[config.mk]
export PLATFORM = sky130hd
export DESIGN_NAME = alu_control_pipe
export DESIGN_NICKNAME = d
export VERILOG_FILES = /design/src/rtl/alu_control_pipe.sv
export SDC_FILE = /design/constraint.sdc
export NUM_CORES = 1
export LEC_CHECK = 0
export ABC_CLOCK_PERIOD_IN_PS = 1600
export CELL_PAD_IN_SITES_DETAIL_PLACEMENT = 1
export CELL_PAD_IN_SITES_GLOBAL_PLACEMENT = 2
export CORE_ASPECT_RATIO = 1.2
export CORE_MARGIN = 3
export CORE_UTILIZATION = 26
export CTS_CLUSTER_SIZE = 8
export DETAILED_ROUTE_END_ITERATION = 16
export GPL_TIMING_DRIVEN = 0
export PLACE_DENSITY_LB_ADDON = 0.1
export SLEW_MARGIN = 25
export SYNTH_ARGS = -nofsm -noshare
export SYNTH_HDL_FRONTEND = slang
export SYNTH_SLANG_ARGS = --single-unit
[constraint.sdc]
create_clock -name clock -period 1.6 [get_ports clock]
set_input_delay 0.24 -clock clock [delete_from_list [all_inputs] [get_ports clock]]
set_output_delay 0.24 -clock clock [all_outputs]
set_load 0.02 [all_outputs]
[src/rtl/alu_control_pipe.sv]
// alu_control_pipe: RV32I ALU control decode behind a configurable register pipeline,
// sampled either by valid/ready handshake (PERIOD == 0) or on a fixed counter phase.
module alu_control_pipe #(
    parameter int CTRL_W       = 4,
    parameter int LATENCY      = 1,
    parameter int PERIOD       = 0,
    parameter int SAMPLE_PHASE = 5,
    parameter int CNT_W        = 8
) (
    input  logic              clock,
    input  logic              reset,
    input  logic [1:0]        aluOp,
    input  logic [2:0]        funct3,
    input  logic              funct7b5,
    input  logic              in_valid,
    output logic              in_ready,
    input  logic              out_ready,
    output logic [CTRL_W-1:0] saidaAluControl,
    output logic              out_valid,
    output logic              illegal,
    input  logic              clear_count,
    output logic [CNT_W-1:0]  illegal_count
);

    localparam logic [3:0] OP_AND  = 4'b0000;
    localparam logic [3:0] OP_OR   = 4'b0001;
    localparam logic [3:0] OP_ADD  = 4'b0010;
    localparam logic [3:0] OP_XOR  = 4'b0011;
    localparam logic [3:0] OP_SLL  = 4'b0100;
    localparam logic [3:0] OP_SRL  = 4'b0101;
    localparam logic [3:0] OP_SUB  = 4'b0110;
    localparam logic [3:0] OP_SRA  = 4'b0111;
    localparam logic [3:0] OP_SLT  = 4'b1000;
    localparam logic [3:0] OP_SLTU = 4'b1001;

    logic [3:0]       w_code;
    logic             w_illegal;
    logic             w_adv;
    logic             w_accept;

    logic [3:0]       r_stCode  [LATENCY];
    logic             r_stIll   [LATENCY];
    logic             r_stValid [LATENCY];
    logic [3:0]       r_outCode;
    logic             r_outIll;
    logic             r_outValid;
    logic [CNT_W-1:0] r_illCount;

    always_comb begin
        w_code    = OP_ADD;
        w_illegal = 1'b0;
        case (aluOp)
            2'b00: w_code = OP_ADD;
            2'b01: begin
                case (funct3)
                    3'b000, 3'b001: w_code = OP_SUB;
                    3'b100, 3'b101: w_code = OP_SLT;
                    3'b110, 3'b111: w_code = OP_SLTU;
                    default:        w_illegal = 1'b1;
                endcase
            end
            default: begin
                case (funct3)
                    3'b000:  w_code = (funct7b5 && !aluOp[0]) ? OP_SUB : OP_ADD;
                    3'b001:  w_code = OP_SLL;
                    3'b010:  w_code = OP_SLT;
                    3'b011:  w_code = OP_SLTU;
                    3'b100:  w_code = OP_XOR;
                    3'b101:  w_code = funct7b5 ? OP_SRA : OP_SRL;
                    3'b110:  w_code = OP_OR;
                    default: w_code = OP_AND;
                endcase
                // funct7b5 only picks a variant for 000/101; anywhere else it is a bad encoding
                if (funct7b5 && funct3 != 3'b000 && funct3 != 3'b101) begin
                    w_illegal = 1'b1;
                    w_code    = OP_ADD;
                end
            end
        endcase
    end

    generate
        if (PERIOD == 0) begin : g_handshake
            assign w_adv    = !r_outValid | out_ready;
            assign in_ready = w_adv;
            assign w_accept = in_valid & w_adv;
        end else begin : g_phase
            localparam int PH_W = (PERIOD > 1) ? $clog2(PERIOD) : 1;
            logic [PH_W-1:0] r_phase;
            logic            w_unused;

            always_ff @(posedge clock or negedge reset) begin
                if (!reset)                            r_phase <= '0;
                else if (r_phase == PH_W'(PERIOD - 1)) r_phase <= '0;
                else                                   r_phase <= r_phase + 1'b1;
            end

            assign w_unused = in_valid ^ out_ready;
            assign w_adv    = 1'b1;
            assign in_ready = (r_phase == PH_W'(SAMPLE_PHASE));
            assign w_accept = in_ready;
        end
    endgenerate

    // Every stage moves together on w_adv, so a stall freezes the pipe without gaps.
    always_ff @(posedge clock or negedge reset) begin
        if (!reset) begin
            for (int i = 0; i < LATENCY; i++) begin
                r_stCode[i]  <= '0;
                r_stIll[i]   <= 1'b0;
                r_stValid[i] <= 1'b0;
            end
        end else if (w_adv) begin
            r_stCode[0]  <= w_code;
            r_stIll[0]   <= w_illegal;
            r_stValid[0] <= w_accept;
            for (int i = 1; i < LATENCY; i++) begin
                r_stCode[i]  <= r_stCode[i-1];
                r_stIll[i]   <= r_stIll[i-1];
                r_stValid[i] <= r_stValid[i-1];
            end
        end
    end

    always_ff @(posedge clock or negedge reset) begin
        if (!reset) begin
            r_outCode  <= '0;
            r_outIll   <= 1'b0;
            r_outValid <= 1'b0;
        end else if (w_adv) begin
            r_outValid <= r_stValid[LATENCY-1];
            if (r_stValid[LATENCY-1]) begin
                r_outCode <= r_stCode[LATENCY-1];
                r_outIll  <= r_stIll[LATENCY-1];
            end
        end
    end

    always_ff @(posedge clock or negedge reset) begin
        if (!reset)                                        r_illCount <= '0;
        else if (clear_count)                              r_illCount <= '0;
        else if (w_accept && w_illegal && r_illCount != '1) r_illCount <= r_illCount + 1'b1;
    end

    assign saidaAluControl = CTRL_W'(r_outCode);
    assign out_valid       = r_outValid;
    assign illegal         = r_outIll;
    assign illegal_count   = r_illCount;

endmodule
==> metrics.cfg, run 1 <==
[logic_synthesis]
synth-compound-area-share=0.151
syn-cell-area_mm2=0.00107
netlist_top_cells_area=dfrtp_1 47%, mux2_2 7.4%, a21oi_1 4.7%
ys_seq_elements=20
synth_top_family_by_area=simple AND/OR/NAND/NOR gates
synth_top_area_share=0.469
synthXorXnorAreaFrac=0.00822
yosys-top-cells-count=20 x dfrtp_1, 10 x a21oi_1, 10 x nand2_1, 7 x mux2_2, 7 x nor2_1
yosys_warnings=0
yosysMostFrequentCell=dfrtp_1
synth.avg_cell_area_um2=10.1
yosys.area_share.simple=0.237
yosysSeqAreaShare=0.469
synth_cell_type_count=34
async_reset_ff_frac=1.00
synth_edf_count=0
synthAdderAreaFrac=0.0117
postSynthCellCount=106
synthFlopType=dfrtp_1
synth_mux_area_frac=0.0845
syn-num-nets=118
synth_area_leader_cell=dfrtp_1

[sta]
setup_viol=3
hold_viol=0
layout_setup_ws_ns=-0.00968
rsz0062_at_grt=true
fmax_ghz=0.621
tightest_slew_ns=0.523
max_slew_margin=0.652
fin_crit_ns=1.61
min_period_over_period=1.01
final_max_slew_viol_count=0
skew_ns=0.00200

[placed_design]
io_buffer_count=23
placed_area_mm2=0.00138
hpwl_um=2060
dp_slack_ns=-0.631
dp.cells=181
routabilityCongestion=0.778

[worst_setup_path]
critical_path.cell_chain=nand4_1, buf_4, o211ai_1, buf_4, or3b_4, a21oi_2
critPathBufInv=2
r2r_end=illegal_count[1]
slowest_stage=dfrtp_2
r2r-start=illegal_count[3]
endpoint_kind=register
reg2reg_depth=6
cpLargestDelayFamily=simple AND/OR/NAND/NOR gates
worstPathArrival_ns=1.80
crit_top_cell=buf_4
slowest_delay_ns=0.45
cp.required_ns=1.79
critPathKind=register to register
worstSetupStartpointType=register
worstPathMaxFanout=6
ff2ff_setup_slack_ns=-0.01

[cts]
cts_buffers=3
cts.sinks=20
clk_latency_ns=0.26
clk_path_buf_depth=2
htree_levels=1
cts_tree=yes
clock-root-buffer=clkbuf_8
clkSlewWorstSetupHoldPaths_ns=0.08

[floorplanning]
io_pins=26
die_x_um=64.5
core_area_mm2=0.00378
die_area_mm2=0.00491
die_y_um=76.1
start_util=0.282
rows=24

[drt]
dr.first_iter.drc_count=20
drc=0
routedWlPerCell_um=15.2
num_vias=960
vias_per_cell=4.95
wl_um=2940
ant_nets=0
drt-pass1-iter-count=4

[cells_and_area]
final_cells=194
drive_gt1_frac=0.324
syn2layout_area_growth_pct=48.4
stdcell_area_mm2=0.00158
n_fill_cell=455
n_antenna_cell=0
nNetsFinal=155

[grt]
overflow=0
antenna_found_initial=0
grt.total_usage=0.130
grt_pass1_vias=1110
grt_max_degree=21
grt_pass1_wl_um=5190

[worst_hold_path]
hold_class=input port to register
min_to=r_stCode[1]
hold_start=funct7b5
hold_depth=3

[pwr]
power_leakage_nw=0.646
ir_worst_vdd_uv=369
finalPower_mw=1.50
power_density_mw_per_mm2=947

[outcome]
violations=setup timing
status=finished, violations left

[flow_run]
max-cap-violations=0

==> state kept, by name, summed over array words and instances, names as in the netlist <==
register and cells:
illegal_count 8, r_stIll 1, r_stValid 1, out_valid 1, illegal 1, saidaAluControl 4, r_stCode 4
==> cells by family after synthesis <==
kind of cell | count (synthesis)
AOI/OAI and AO/OA | 25
adders and majority gates | 1
buffers and inverters | 8
xor gates and xnor gates | 1
muxes | 8
DFF | 20
and+or+nand+nor | 43
==> cells in the final DEF, fill, tap and decap left out, drive strengths merged <==
cell	count
nor4bb	1
o211ai	1
nor2b	4
clkdlybuf4s15	2
o31ai	6
a21oi	10
mux2	8
nor4	2
xnor2	1
nor3b	4
inv	4
o21a	1
ha	1
nand4	1
nand3	3
or3	1
or4	4
bufinv	1
clkdlybuf4s50	14
and3	1
buf	13
and3b	1
nand2	10
dlymetal6s2s	1
o21ai	5
o211a	1
dlygate4sd3	1
dfrtp	20
nand4bb	1
nor2	7
and2	1
nand2b	1
or3b	1
dlygate4sd2	3
o2111ai	1
clkbuf	5
==> worst reg2reg max path, cell delays in order (launching register included) <==
cell and delay (ns):
dfrtp_2 0.45, nand4_1 0.20, buf_4 0.15, o211ai_1 0.08, buf_4 0.17, or3b_4 0.37
a21oi_2 0.12
==> cell type report <==
cell class                      count  area [um^2]  area share
Multi-Input combinational cell     78          601       0.380
Sequential cell                    20          504       0.319
Timing Repair Buffer               32          287       0.181
Tap cell                           52         65.1      0.0411
Clock buffer                        3         41.3      0.0261
Buffer                              4         31.3      0.0198
Clock inverter                      1         30.0      0.0190
Inverter                            4         22.5      0.0142
==> stage by stage <==
step | TNS (ns) | utilization | hold WS (ns)
2_1_floorplan | 0 | - | -0.0556
3_3_place_gp | -4.67 | 0.364 | 0.454
3_5_place_dp | -5.60 | 0.364 | 0.476
4_1_cts | -0.112 | 0.398 | 0.420
5_1_grt | -0.497 | 0.418 | 0.453
6_report | -0.0256 | 0.418 | 0.417
==> per-layer routing <==
layer | vias to the layer above | GRT usage | part of all wire
li1 | 461 | - | -
met2 | 14 | 0.248 | 0.55
met1 | 483 | 0.143 | 0.41
met3 | 2 | 0.0265 | 0.025
met5 | - | 0 | 0
met4 | 0 | 0.0317 | 0.0061
==> what timing repair did <==
action	4_1_cts	5_1_grt
buffers inserted	3	5
hold buffers	0	1
setup endpoints to repair	11	15
pin swaps	2	3
resized for setup	22	12
hold endpoints to repair	0	20
==> where the power goes <==
| group | leakage, nW | switching, mW | internal, mW |
|---|---|---|---|
| logic | 0.356 | 0.192 | 0.185 |
| clock network | 0.0357 | 0.181 | 0.334 |
| registers | 0.254 | 0.0348 | 0.570 |
| total | 0.646 | 0.408 | 1.09 |
==> worst max-delay path by stage <==
| stage | from | slack (ns) | end | cells after the start |
|---|---|---|---|---|
| after floorplan | illegal_count[0] | 0.0009 | illegal_count[5] | 5 |
| after CTS | out_valid | -0.04 | illegal_count[3] | 6 |
| after global placement | aluOp[1] | -0.56 | illegal_count[7] | 6 |
| final | illegal_count[3] | -0.01 | illegal_count[1] | 6 |
| after global routing | illegal_count[3] | -0.09 | illegal_count[1] | 6 |
| after detailed placement | aluOp[1] | -0.63 | illegal_count[7] | 6 |
(Power assumes the default switching activity.)
==> inputs of run 2 (changes only) <==
--- a/config.mk
+++ b/config.mk
@@ -5,11 +5,11 @@
 export SDC_FILE = /design/constraint.sdc
 export NUM_CORES = 1
 export LEC_CHECK = 0
-export ABC_CLOCK_PERIOD_IN_PS = 1600
+export ABC_CLOCK_PERIOD_IN_PS = 1400
 export CELL_PAD_IN_SITES_DETAIL_PLACEMENT = 1
 export CELL_PAD_IN_SITES_GLOBAL_PLACEMENT = 2
 export CORE_ASPECT_RATIO = 1.2
-export CORE_MARGIN = 3
+export CORE_MARGIN = 2
 export CORE_UTILIZATION = 26
 export CTS_CLUSTER_SIZE = 8
 export DETAILED_ROUTE_END_ITERATION = 16
==> constraint.sdc (replaced) <==
create_clock -name clock -period 1.4 [get_ports clock]
set_input_delay 0.21 -clock clock [delete_from_list [all_inputs] [get_ports clock]]
set_output_delay 0.21 -clock clock [all_outputs]
set_load 0.02 [all_outputs]
==> metrics.cfg, run 2 (synthesis gave the netlist of run 1 again) <==
[outcome]
status=finished, violations left
violations=setup timing

[worst_setup_path]
startpoint=illegal_count[1]
cp.required_ns=1.58
worstPathMaxFanout=4
r2r-start=illegal_count[1]
endpoint_kind=register
critPathKind=register to register
worstPathArrival_ns=1.74
worstSetupStartpointType=register

[sta]
hold_ws_ns=0.358
min_period_over_period=1.11
fmax_ghz=0.644
final_max_slew_viol_count=0
tightest_slew_ns=0.497
setup_viol=8
skew_ns=0.00272
rsz0062_at_grt=true
max_slew_margin=0.669
layout_setup_ws_ns=-0.153
hold_viol=0
fin_crit_ns=1.55

[grt]
grt_pass1_vias=993
overflow=0
antenna_found_initial=0
grt.total_usage=0.137
grt_pass1_wl_um=4880
grt_max_degree=21

[cells_and_area]
syn2layout_area_growth_pct=60.3
drive_gt1_frac=0.387
final_common_cell=dfrtp_1
layout_common_cells=16 x dfrtp_1, 15 x dlygate4sd2_1, 12 x buf_4, 9 x a21oi_1, 8 x nand2_1
largest_reg_flops=8
n_fill_cell=465
n_antenna_cell=0
nNetsFinal=163

[drt]
drc=0
dr.first_iter.drc_count=29
drt-pass1-iter-count=2
vias_per_cell=4.88
top_layer=met4
routedWlPerCell_um=14.5
ant_nets=0
wl_met2_um=1660
wl_met3_um=80
wl_um=2970
wl_met1_um=1170
num_vias=995

[worst_hold_path]
hold_start=funct3[2]
hold_class=input port to register

[floorplanning]
core_area_mm2=0.00394
die_area_mm2=0.00463
start_util=0.270
io_pins=26
rows=25
die_y_um=74.1
die_x_um=62.5

[cts]
cts.sinks=20
clk_latency_ns=0.26
clkSlewWorstSetupHoldPaths_ns=0.08
clock-root-buffer=clkbuf_8
cts_tree=yes
cts_buffers=3
clk_path_buf_depth=2
htree_levels=1

[flow_run]
max-cap-violations=0

[placed_design]
routabilityCongestion=0.717
io_buffer_count=23
dp_slack_ns=-0.782
hpwl_um=1980

[pwr]
power_density_mw_per_mm2=1000
ir_worst_vdd_uv=340
power_leakage_nw=0.735

==> run 2: changes by cell type in the layout (fill, tap and decap cells not counted), moves of 4 or more <==
cell	change
clkdlybuf4s50_1	-13
buf_4	+4
dlygate4sd2_1	+12
buf_6	+4
==> run 2: area by class of cell <==
cell class              count  area (um^2)  area share
plain buffers               4         37.5      0.0220
clock buffers               3         41.3      0.0242
clock inverters             1         30.0      0.0176
inverters                   4         27.5      0.0161
multi-input cells          78          648       0.379
flip-flops and latches     20          505       0.296
well taps                  54         67.6      0.0395
repair buffers             40          352       0.206
==> run 2: final timing paths <==
| path | end | slack (ns) | cells after the start |
|---|---|---|---|
| setup / recovery | illegal_count[3] | -0.15 | 6 |
| hold / removal | r_stCode[3] | 0.36 | 4 |
| setup reg to reg | illegal_count[3] | -0.15 | 6 |
| hold reg to reg | r_stCode[3] | 0.48 | 2 |
| max in group asynchronous | illegal_count[1] | 0.61 | 2 |
| min in group asynchronous | out_valid | 0.44 | 2 |
==> run 2: power breakdown <==
group	internal [mW]	leakage [nW]	switching (mW)
clock	0.382	0.0357	0.205
sequential	0.651	0.253	0.0376
combinational	0.205	0.447	0.231
==> run 2: worst max-delay path, stage by stage, from the launching register on <==
cell and delay, ns:
dfrtp_2 0.44, ha_4 0.19, nand3_4 0.09, o21ai_4 0.08
buf_4 0.14, or4_1 0.40, a21oi_1 0.14
==> run 2: metrics by stage <==
step | TNS, ns | util | total power, mW | cell area (um^2) | std cells
finish | -0.939 | 0.434 | 1.71 | 1710 | 204
global route | -1.55 | 0.434 | 1.80 | 1710 | 204
CTS | -0.919 | 0.418 | 1.73 | 1650 | 197
detailed placement | -8.06 | 0.359 | 1.12 | 1420 | 183
global placement | -7.45 | 0.359 | 1.11 | 1420 | 183
floorplan | -1.31 | - | 0.925 | 1120 | 106
==> run 2: what timing repair did <==
item / in CTS / in global routing
endpoints found under the hold margin: 0 / 20
buffers inserted: 10 / 6
gates resized for setup: 52 / 8
hold buffers: 0 / 1
endpoints found under the setup margin: 29 / 14
pin swaps: 7 / 3
==> run 2: layer usage <==
| layer | up-vias | GRT usage |
|---|---|---|
| met3 | 4 | 0.0121 |
| met1 | 496 | 0.158 |
| met2 | 19 | 0.254 |
| met4 | 0 | 0.0741 |
| li1 | 476 | - |
| met5 | - | 0 |
==> variant, RTL diff (flow settings as in run 2) <==
Change the parameter `CNT_W` from 8 to 7.
--- a/src/rtl/alu_control_pipe.sv
+++ b/src/rtl/alu_control_pipe.sv
@@ -6,5 +6,5 @@
     parameter int PERIOD       = 0,
     parameter int SAMPLE_PHASE = 5,
-    parameter int CNT_W        = 8
+    parameter int CNT_W        = 7
 ) (
     input  logic              clock,
Interface: changed (resized illegal_count); port bits go from 26 to 25. No check against the original RTL was run, so the function may have changed too.
==> variant against run 2 <==
The flow still finishes with violations (negative setup slack); first-iteration DRC count shrank 17%; synthesized area shrank 8.7%; cell area shrank 11%; critical endpoint is now illegal_count[2]; count of clock-buffer cells in the layout grew 1; maximum frequency shrank 0.41%; worst setup slack lost 6.4 ps; critical path type unchanged; largest power group unchanged; total power shrank 13%; wire length shrank 12%; sequential cell count shrank 1.
==> variant: results (changes against run 2) <==
status complete, but fails checks; failing checks negative setup slack; Setup-failing EPs final 6 (-2); final cell count without fillers 175 (-14%); max reg flops 7 (-1); Max clock buf depth 2 (unchanged); Top FF cell, synth dfrtp_1; wire per inst 15.0 um (+3.0%); largest net degree at the start of global routing 20 (-4.8%); share of layout cells above drive strength 1 36.0% (-2.6 points); total number of vias 887 (-11%); drt first pass iters 4 (+2); post-synthesis sequential area ratio 48.8% (+1.9 points); top post-synthesis cells by count dfrtp_1, a21oi_1, nand2_1; Clock Skew 1.53 ps (-1.18 ps); top post-synthesis cells by area dfrtp_1, mux2_1, a21oi_1; Worst VDD drop 417 uV (+23%); CP delay by family, top simple AND/OR/NAND/NOR gates; ANT cells 0 (unchanged); vias in the first global route 945 (-4.8%); Slew @ Worst Pin 885 ps (+389 ps); Critical Path Fanout Max 5 (+1); Worst Hold Class input port to register; synth unique cells 28 (-18%); Final GP Congestion 0.672 (-6.3%); post-route setup slack -160 ps (-6.36 ps); YS warnings 0 (unchanged); dpl hpwl 1.81 mm (-8.4%); Slowest cell on crit path dfrtp_2; Port Buf Inserts 22 (-4.3%); Final nets 149 (-8.6%); Placed Instances 158 (-14%); CTS root buf clkbuf_8; all-layer global routing usage 13.5% (-0.18 points); clock buffer count from CTS 3 (unchanged); async set-or-reset flop fraction in the synthesized netlist 100% (unchanged); sw frac 30.0% (+2.4 points); first-pass GRT wire length 4.40 mm (-9.9%); Clock Latency Late Sink 250 ps; syn_nets 109 (-7.6%); initial DRC count 24 (-17%); antenna violations before repair 0 (unchanged); Reg clk slew, reported paths 70 ps; static leakage 0.712 nW (-3.2%); DRC 0 (unchanged); Syn Inst Count 97 (-8.5%); slowest stage delay, CP 440 ps (about the same)
[variant: what timing repair did]
item / CTS / global route
resized for setup: 41 / 27
setup buffers: 12 / 1
setup endpoints to repair: 27 / 13
gates cloned: 1 / 0
pin swaps: 6 / 5
[variant: worst register-to-register path, stage by stage (launching register included)]
cell,delay [ps]
dfrtp_2,440
ha_4,180
nand2_4,80
o311ai_4,100
buf_6,160
or4_4,420
a21oi_2,120
[variant: routing by layer]
metal,vias to the layer above,global-route usage (%),routed length [um]
li1,431,-,-
met1,432,14.8,993
met2,18,23.9,1460
met3,6,2.93,100
met4,0,6.42,66
met5,-,0,0
[variant: kinds of logic after synthesis]
family | Yosys count | synth area share, %
xor+xnor | 1 | 0.900
simple gates | 37 | 21.9
compound gates | 23 | 14.3
mux | 7 | 8.10
buf+inv | 9 | 4.75
fa+ha+maj | 1 | 1.29
flops | 19 | 48.8
[variant: per-stage QoR]
stage	cell area (um^2)	setup slack, ps	TNS [ps]	power, mW	hold WS (ps)
final	1510	-160	-651	1.48	244
after global routing	1510	-207	-1090	1.58	272
after CTS	1460	-191	-882	1.49	290
after detailed placement	1290	-726	-6730	1.08	454
after global placement	1290	-749	-6520	1.07	447
after floorplan	1020	-232	-1490	0.883	-85.6
[variant: area by class of cell]
class | count | area, um^2
timing repair buffer | 36 | 293
buffer | 4 | 37.5
clock buffer | 4 | 45.0
sequential | 19 | 480
multi-input combinational | 69 | 582
fill | 433 | 2090
inverter | 4 | 27.5
tap | 39 | 48.8
[variant: path summary, 6_finish.rpt]
check	from	slack (ps)	depth (start not counted)	endpoint
setup / recovery	illegal_count[0]	-160	6	illegal_count[2]
hold / removal	funct3[1]	240	2	r_stCode[2]
setup reg to reg	illegal_count[0]	-160	6	illegal_count[2]
hold reg to reg	r_stCode[3]	460	2	r_stCode[3]
max in group asynchronous	reset	340	1	illegal_count[0]
min in group asynchronous	reset	460	1	saidaAluControl[3]
[variant: power groups by stage]
stage / clock (mW) / sequential [mW] / combinational (mW)
global placement: 0 / 0.668 / 0.397
CTS: 0.405 / 0.664 / 0.420
finish: 0.375 / 0.666 / 0.440
global route: 0.419 / 0.676 / 0.482
detailed placement: 0 / 0.675 / 0.408
floorplan: 0 / 0.729 / 0.153
